[src/rtl/serial_subtractor.sv]
// Purpose: multi-cycle a - b - bin, DIGIT bits per clock, LSB slice first, with borrow/zero/ovf flags.
// Latency: NSTEPS = WIDTH/DIGIT cycles from the accept edge to out_valid.
// Backpressure: out_ready low holds DONE with all outputs constant; in_ready is high only in IDLE.
module serial_subtractor #(
  parameter int WIDTH = 8,
  parameter int DIGIT = 1
) (
  input  logic             clk,
  input  logic             rst_n,
  input  logic             in_valid,
  output logic             in_ready,
  input  logic [WIDTH-1:0] a,
  input  logic [WIDTH-1:0] b,
  input  logic             bin,
  output logic             out_valid,
  input  logic             out_ready,
  output logic [WIDTH-1:0] difference,
  output logic             borrow,
  output logic             zero,
  output logic             ovf
);

  localparam int NSTEPS = WIDTH / DIGIT;
  localparam int CW     = (NSTEPS > 1) ? $clog2(NSTEPS) : 1;

  // Refuse to build with a slice size that does not tile the operand.
  if (WIDTH < 1 || DIGIT < 1 || (WIDTH % DIGIT) != 0) begin : g_bad_params
    $error("serial_subtractor: WIDTH must be >= 1 and a multiple of DIGIT");
  end

  typedef enum logic [1:0] {
    IDLE = 2'd0,
    CALC = 2'd1,
    DONE = 2'd2
  } state_t;

  state_t           state;
  state_t           state_nxt;
  logic [WIDTH-1:0] a_r;
  logic [WIDTH-1:0] b_r;
  logic             breg;
  logic [CW-1:0]    cnt;
  logic             last_step;
  int               base;
  logic [DIGIT:0]   slice_res;
  logic [WIDTH-1:0] diff_nxt;

  assign in_ready  = (state == IDLE);
  assign out_valid = (state == DONE);
  assign last_step = (cnt == CW'(NSTEPS - 1));
  assign base      = int'(cnt) * DIGIT;

  // One digit of the ripple: the extra top bit of the (DIGIT+1)-bit result is the borrow out.
  always_comb begin
    slice_res = {1'b0, a_r[base +: DIGIT]} - {1'b0, b_r[base +: DIGIT]} - {{DIGIT{1'b0}}, breg};
    diff_nxt  = difference;
    diff_nxt[base +: DIGIT] = slice_res[DIGIT-1:0];
  end

  // Next-state decode: accept in IDLE, step through NSTEPS slices, hold result until consumed.
  always_comb begin
    state_nxt = state;
    case (state)
      IDLE:    if (in_valid) state_nxt = CALC;
      CALC:    if (last_step) state_nxt = DONE;
      DONE:    if (out_ready) state_nxt = IDLE;
      default: state_nxt = IDLE;
    endcase
  end

  // State register.
  always_ff @(posedge clk or negedge rst_n) begin
    if (!rst_n) state <= IDLE;
    else        state <= state_nxt;
  end

  // Operand capture, slice-by-slice result write and flag update on the final slice.
  always_ff @(posedge clk or negedge rst_n) begin
    if (!rst_n) begin
      a_r        <= '0;
      b_r        <= '0;
      breg       <= 1'b0;
      cnt        <= '0;
      difference <= '0;
      borrow     <= 1'b0;
      zero       <= 1'b0;
      ovf        <= 1'b0;
    end else begin
      case (state)
        IDLE: begin
          if (in_valid) begin
            a_r  <= a;
            b_r  <= b;
            breg <= bin;
            cnt  <= '0;
          end
        end
        CALC: begin
          difference <= diff_nxt;
          breg       <= slice_res[DIGIT];
          cnt        <= cnt + 1'b1;
          if (last_step) begin
            borrow <= slice_res[DIGIT];
            zero   <= (diff_nxt == '0);
            ovf    <= (a_r[WIDTH-1] != b_r[WIDTH-1]) && (diff_nxt[WIDTH-1] != a_r[WIDTH-1]);
          end
        end
        default: ;
      endcase
    end
  end

endmodule

[config.mk]
export PLATFORM = sky130hd
export DESIGN_NAME = serial_subtractor
export DESIGN_NICKNAME = d
export VERILOG_FILES = /design/src/rtl/serial_subtractor.sv
export SDC_FILE = /design/constraint.sdc
export NUM_CORES = 1
export LEC_CHECK = 0
export ABC_AREA = 1
export CAP_MARGIN = 20
export CORE_UTILIZATION = 40
export CTS_BUF_LIST = sky130_fd_sc_hd__clkbuf_8
export CTS_CLUSTER_SIZE = 16
export DETAILED_ROUTE_END_ITERATION = 10
export PLACE_DENSITY = 0.69
export SYNTH_ARGS = -nofsm -noshare
export SYNTH_HDL_FRONTEND = slang
export SYNTH_SLANG_ARGS = --single-unit
[constraint.sdc]
create_clock -name clk -period 2.5 [get_ports clk]
set_input_delay 0.375 -clock clk [delete_from_list [all_inputs] [get_ports clk]]
set_output_delay 0.375 -clock clk [all_outputs]
set_load 0.005 [all_outputs]
==> qor.csv <==
metric,value,unit
cts-buffers-inserted,5,
critPathArrivalTime,2.53,ns
setup_viol,0,
root_buffer,clkbuf_8,
worstSkewPairLatency,0.29,ns
drt-total-wl,3842,um
drv_slew,0,
cts.hold.buffers_added,0,
initial_core_util,0.4241,
drt_iter0_drc,100,
grt_pass1_vias,1397,
yosysTopAreaCell,dfrtp_1,
syn2layout_area_growth,30.47,%
die_w,67.82,um
vias,1577,
synth_area,1733,sq um
yosysWarnings,0,
io_buffers,33,
hold_viol,0,
htreeDepth,2,
core_region_area,4086,sq um
syn_nets,246,
rsz0062_at_grt,false,
irDropWorstVdd,622.9,uV
die_area,4600,sq um
grt_overflow,0,
clock_skew,0.006637,ns
pin_count,34,
fillers,394,
cp.required,2.73,ns
critPathCaptureType,flop,
grt_start_max_net_pins,34,
ys_seq_elements,33,
clk_path_buf_depth,2,
nNetsFinal,287,
track_usage,0.1913,
drive_gt1_frac,0.1145,
regToRegSetupSlack,0.19,ns
power_density,1402,nW/um^2
min_path_type,in2async,
antenna_found_initial,0,
cp_max_fo,10,
ys_seq_area_frac,0.4765,
first_pass_iters,4,
period_needed,2.307,ns
cts_tree,yes,
num_rows,23,
avgSynthCellArea,7.877,sq um
finalCritPeriodShare,0.9227,
synthArstFlopShare,1.000,
viasPerCell,5.054,
synth_top_cell_area_share,0.4765,
routabilityCongestion,0.8300,
wl_per_cell,12.31,um
tightest_slew,0.4804,ns
fmax,0.4335,GHz
cap_violations,0,
die_y,67.82,um
utilization,0.5533,
syn_inst,220,
path_clk_slew,0.07,ns
ys_types,29,
drcViolationCount,0,
ant_nets,0,
diodes,0,
cp-start-kind,flop,
relSlewSlack,0.6790,
setup_tns,0,ns
dp_hpwl,2831,um
clock-sinks,33,
grt_pass1_wl,6348,um
criticalPathCategory,reg2reg,
p_leak,1.075,nW
synth_ff_type,dfrtp_1,
synth_area_leaders,"dfrtp_1 48%, nand2_1 16%, o21ai_0 4.9%",
outcome,finished clean,
synth-edff-count,0,
==> path summary, 6_finish.rpt <==
kind                        start       endpoint  depth (start not counted)
min in group clk           b_r[2]         b_r[2]                          2
hold reg to reg            b_r[2]         b_r[2]                          2
hold / removal              rst_n  difference[6]                          2
setup / recovery           cnt[0]            ovf                         13
max in group asynchronous   rst_n         cnt[0]                          2
setup reg to reg           cnt[0]            ovf                         13
==> per-stage QoR <==
stage | cells | hold slack, ns | area [sq um] | setup WS (ns) | total power, mW
6_report | 312 | 0.4832 | 2261 | 0.1934 | 3.171
5_1_grt | 312 | 0.5106 | 2261 | 0.008743 | 3.447
4_1_cts | 311 | 0.4838 | 2251 | 0.03408 | 3.150
3_5_place_dp | 303 | 0.4657 | 2135 | 0.04482 | 2.628
3_3_place_gp | 303 | 0.4656 | 2135 | 0.1121 | 2.628
2_1_floorplan | 220 | 0.07941 | 1733 | 0.2867 | 2.093
==> cells in the mapped netlist (all sizes together), types with 3 or more instances <==
master	instances
nand2	77
dfrtp	33
o21ai	26
inv	22
nor2	22
nand4	8
nand3	7
buf	5
ha	4
o22ai	3
==> state kept, by name, summed over array words and instances, names as in the netlist <==
name and cells:
a_r 8, b_r 8, borrow 1, breg 1, cnt 3, difference 8
ovf 1, state 2, zero 1
==> final cells by class <==
| class | count | area [sq um] | share of cell area |
|---|---|---|---|
| tap | 50 | 62.56 | 0.02767 |
| sequential | 33 | 828.3 | 0.3664 |
| clock inverter | 2 | 33.78 | 0.01494 |
| multi-input combinational | 158 | 780.7 | 0.3453 |
| clock buffer | 6 | 82.58 | 0.03652 |
| timing repair buffer | 41 | 390.4 | 0.1727 |
| inverter | 22 | 82.58 | 0.03652 |
==> timing repair <==
item,in CTS,in global routing
setup endpoints to repair,0,4
setup buffers,0,1
resized for setup,0,3
hold endpoints to repair,0,0
==> critical path: stages (launching register included) <==
cell	delay, ns
dfrtp_2	0.47
inv_2	0.13
nor2_1	0.05
o22ai_1	0.15
nor2_1	0.05
a31oi_1	0.19
fa_1	0.49
inv_1	0.12
nand4_1	0.10
nand2_1	0.16
nand3_1	0.09
o21ai_1	0.10
nand2_1	0.08
nand2_1	0.06
==> per-layer routing <==
metal | track usage | vias to the layer above | part of all wire
met4 | 0.07813 | 0 | 0.016
met2 | 0.3181 | 46 | 0.49
met1 | 0.2349 | 732 | 0.46
met3 | 0.05000 | 6 | 0.040
li1 | - | 793 | -
met5 | 0 | - | 0
==> cell usage in the layout (no fill, tap or decap), drive strengths merged, types with 3 or more instances in the layout <==
master          n
nand2          77
clkdlybuf4s50  33
dfrtp          33
o21ai          26
inv            23
nor2           22
nand4           8
buf             8
nand3           7
clkbuf          6
ha              4
o22ai           3
==> where the power goes <==
group | switching, mW | leakage, nW | internal, mW
clock | 0.198 | 0.0626 | 0.321
combinational | 0.991 | 0.602 | 0.690
sequential | 0.187 | 0.411 | 0.785
total | 1.38 | 1.08 | 1.80
==> cells by family (layout without fill, tap and decap cells) <==
group / Yosys count / in the layout / share of synthesized area
adders and majority gates: 5 / 5 / 0.04043
DFF: 33 / 33 / 0.4765
AOI/OAI and AO/OA: 37 / 37 / 0.1249
buffers and inverters: 29 / 71 / 0.07292
and+or+nand+nor: 116 / 116 / 0.2852
Note: power is estimated with default switching activity, not from simulation.
==> RTL edit, RTL diff (same flow settings) <==
The 3 states of `state_t` get a one-hot encoding in 3 bits.
--- a/src/rtl/serial_subtractor.sv
+++ b/src/rtl/serial_subtractor.sv
@@ -29,8 +29,8 @@
   end
 
-  typedef enum logic [1:0] {
-    IDLE = 2'd0,
-    CALC = 2'd1,
-    DONE = 2'd2
+  typedef enum logic [2:0] {
+    IDLE = 3'b001,
+    CALC = 3'b010,
+    DONE = 3'b100
   } state_t;
 
Formal check against the unedited RTL: no difference found for any inputs over 10 cycles, from zero or initial values and one cycle with rst_n low; not proved beyond that.
==> RTL edit against the unedited design <==
- power is 11% lower
- combinational power is 14% lower
- largest power group unchanged
- setup slack better by 0.061 ns
- first-iteration DRC count is 33% higher
- area after synthesis is 9.4% higher
- design area is 5.6% higher
- count of clock-buffer cells in the layout stayed put
- wire length is 1.7% higher
- core utilization is 1.6 points lower
- sequential cell count is 1 higher
==> RTL edit: results (changes against the unedited design) <==
STA
  • Clk_skew: 0.00321 ns (-0.00342 ns)
  • Slew headroom: 70.7% (+2.8 points)

Layout
  • Nets: 322 (+12%)
  • Share of cells above drive strength 1: 9.52% (-1.9 points)
  • Top flop regs: a_r x8, b_r x8, difference x8
  • ANT cells: 0 (unchanged)
  • Fillers: 430 (+9.1%)

Placement
  • RD Place Congestion: 0.906 (+9.2%)
  • # port buffers: 33 (unchanged)
  • DPL Wire Length: 2.90 mm (+2.4%)

Global route
  • Largest net degree at the start of global routing: 35 (+2.9%)
  • Total GRT Usage: 16.9% (-2.3 points)
  • First-pass GRT wire length: 6.60 mm (+3.9%)
  • Vias in the first global route: 1513 (+8.3%)

Yosys
  • Synth top area cells: dfrtp_1 (44%), nand2_1 (21%), o21ai_0 (5.8%)
  • Post-Syn Nets: 283 (+15%)
  • Synth top cells by count: nand2_1 (104), dfrtp_1 (33), inv_1 (27)
  • Sequential area share after synthesis: 45.0% (-2.7 points)
  • Top_reg_cell synth: dfrtp_1
  • Synth cell types: 24 (-17%)

Clock tree
  • Post-CTS sizing: 0 (unchanged)
  • Worst skew pair latency: 0.28 ns
  • # H-tree levels: 2 (unchanged)
  • CTS Buf Count: 5 (unchanged)
  • CTS Hold Bufs: 0 (unchanged)
  • CTS Buffer Depth: 2 (unchanged)

Worst setup path
  • Crit path max-delay family: adder cells
  • Crit-path max cell delay: 0.59 ns (+0.10 ns)
  • CP arrival: 2.42 ns (-0.11 ns)
  • Critical Path Slowest Stage Cell: fa_2
  • Crit Path Max Fanout: 11 (+1)

Worst hold path
  • Hold Crit Class: register to register

Power and ir drop
  • LEAKAGE: 1.23 nW (+14%)
  • Max IR drop VDD: 0.471 mV (-24%)

Drt
  • Per-cell routed wire length: 11.3 um (-8.3%)
  • DRT iter0 DRCs: 133 (+33%)
  • Vias: 1653 (+4.8%)
  • First-pass detailed-route iteration total: 6 (+2)

Status
  • Status: completed
RTL edit: cell types whose count changed after synthesis, sizes merged, moves of 2 or more:
cell and delta:
inv +8, a31oi -2, nand2 +32, nand3 +5
o21ai -4, nor2 -5, clkbuf -2, ha +3
nand4 -4, o21bai -2, a21oi +3
RTL edit: cells by family after synthesis:
logic type | after synthesis | synth area share (%)
AO/OA/AOI/OAI | 31 | 8.84
adder cells (fa/ha/maj) | 8 | 5.68
buffers and inverters | 37 | 8.25
flip-flops | 34 | 45.0
AND/OR/NAND/NOR | 144 | 32.3
RTL edit: stage by stage:
| stage | util (%) | cells | hold WS [ns] | area [um2] | setup slack (ns) |
|---|---|---|---|---|---|
| 3_5_place_dp | 51.6 | 338 | 0.469 | 2290 | 0.172 |
| 3_3_place_gp | 51.6 | 338 | 0.471 | 2290 | 0.236 |
| 5_1_grt | 53.7 | 346 | 0.507 | 2390 | 0.0168 |
| 2_1_floorplan | - | 254 | 0.0794 | 1900 | 0.216 |
| 6_report | 53.7 | 346 | 0.479 | 2390 | 0.255 |
| 4_1_cts | 53.6 | 346 | 0.487 | 2380 | 0.163 |
RTL edit: cell type report:
| type | count | area, um2 | share of cell area, % |
|---|---|---|---|
| multi-input combinational | 183 | 890 | 37.3 |
| inverter | 31 | 120 | 5.03 |
| sequential | 34 | 853 | 35.7 |
| timing repair buffer | 38 | 368 | 15.4 |
| clock buffer | 6 | 82.6 | 3.46 |
| clock inverter | 2 | 8.76 | 0.367 |
| tap | 52 | 65.1 | 2.73 |
RTL edit: final timing paths:
path / slack, ns / end / cells past startpoint / start
hold / removal: 0.48 / a_r[4] / 2 / a_r[4]
min in group asynchronous: 0.50 / difference[4] / 2 / rst_n
hold reg to reg: 0.48 / a_r[4] / 2 / a_r[4]
setup / recovery: 0.25 / zero / 12 / cnt[0]
setup reg to reg: 0.25 / zero / 12 / cnt[0]
max in group asynchronous: 1.66 / state[0] / 2 / rst_n
RTL edit: metal layers:
metal	GRT usage, %	routed length [um]	vias up
li1	-	-	875
met1	21.8	1910	739
met2	27.9	1810	34
met3	3.85	137	5
met4	6.00	48	0
met5	0	0	-
RTL edit: worst register-to-register path: stages, from the launching register on:
cell and delay, ns:
dfrtp_2 0.47, inv_2 0.14, o21ai_0 0.10, o221ai_1 0.16, o21ai_1 0.12, fa_2 0.59
nand4_1 0.13, inv_1 0.07, nor2_1 0.04, a21oi_1 0.16, nor2_1 0.07, nand2_1 0.05
nand2_1 0.04
RTL edit: power breakdown:
part | leakage, nW | internal, mW | switching [mW]
combinational | 0.738 | 0.592 | 0.859
sequential | 0.436 | 0.779 | 0.172
clock | 0.0524 | 0.218 | 0.191
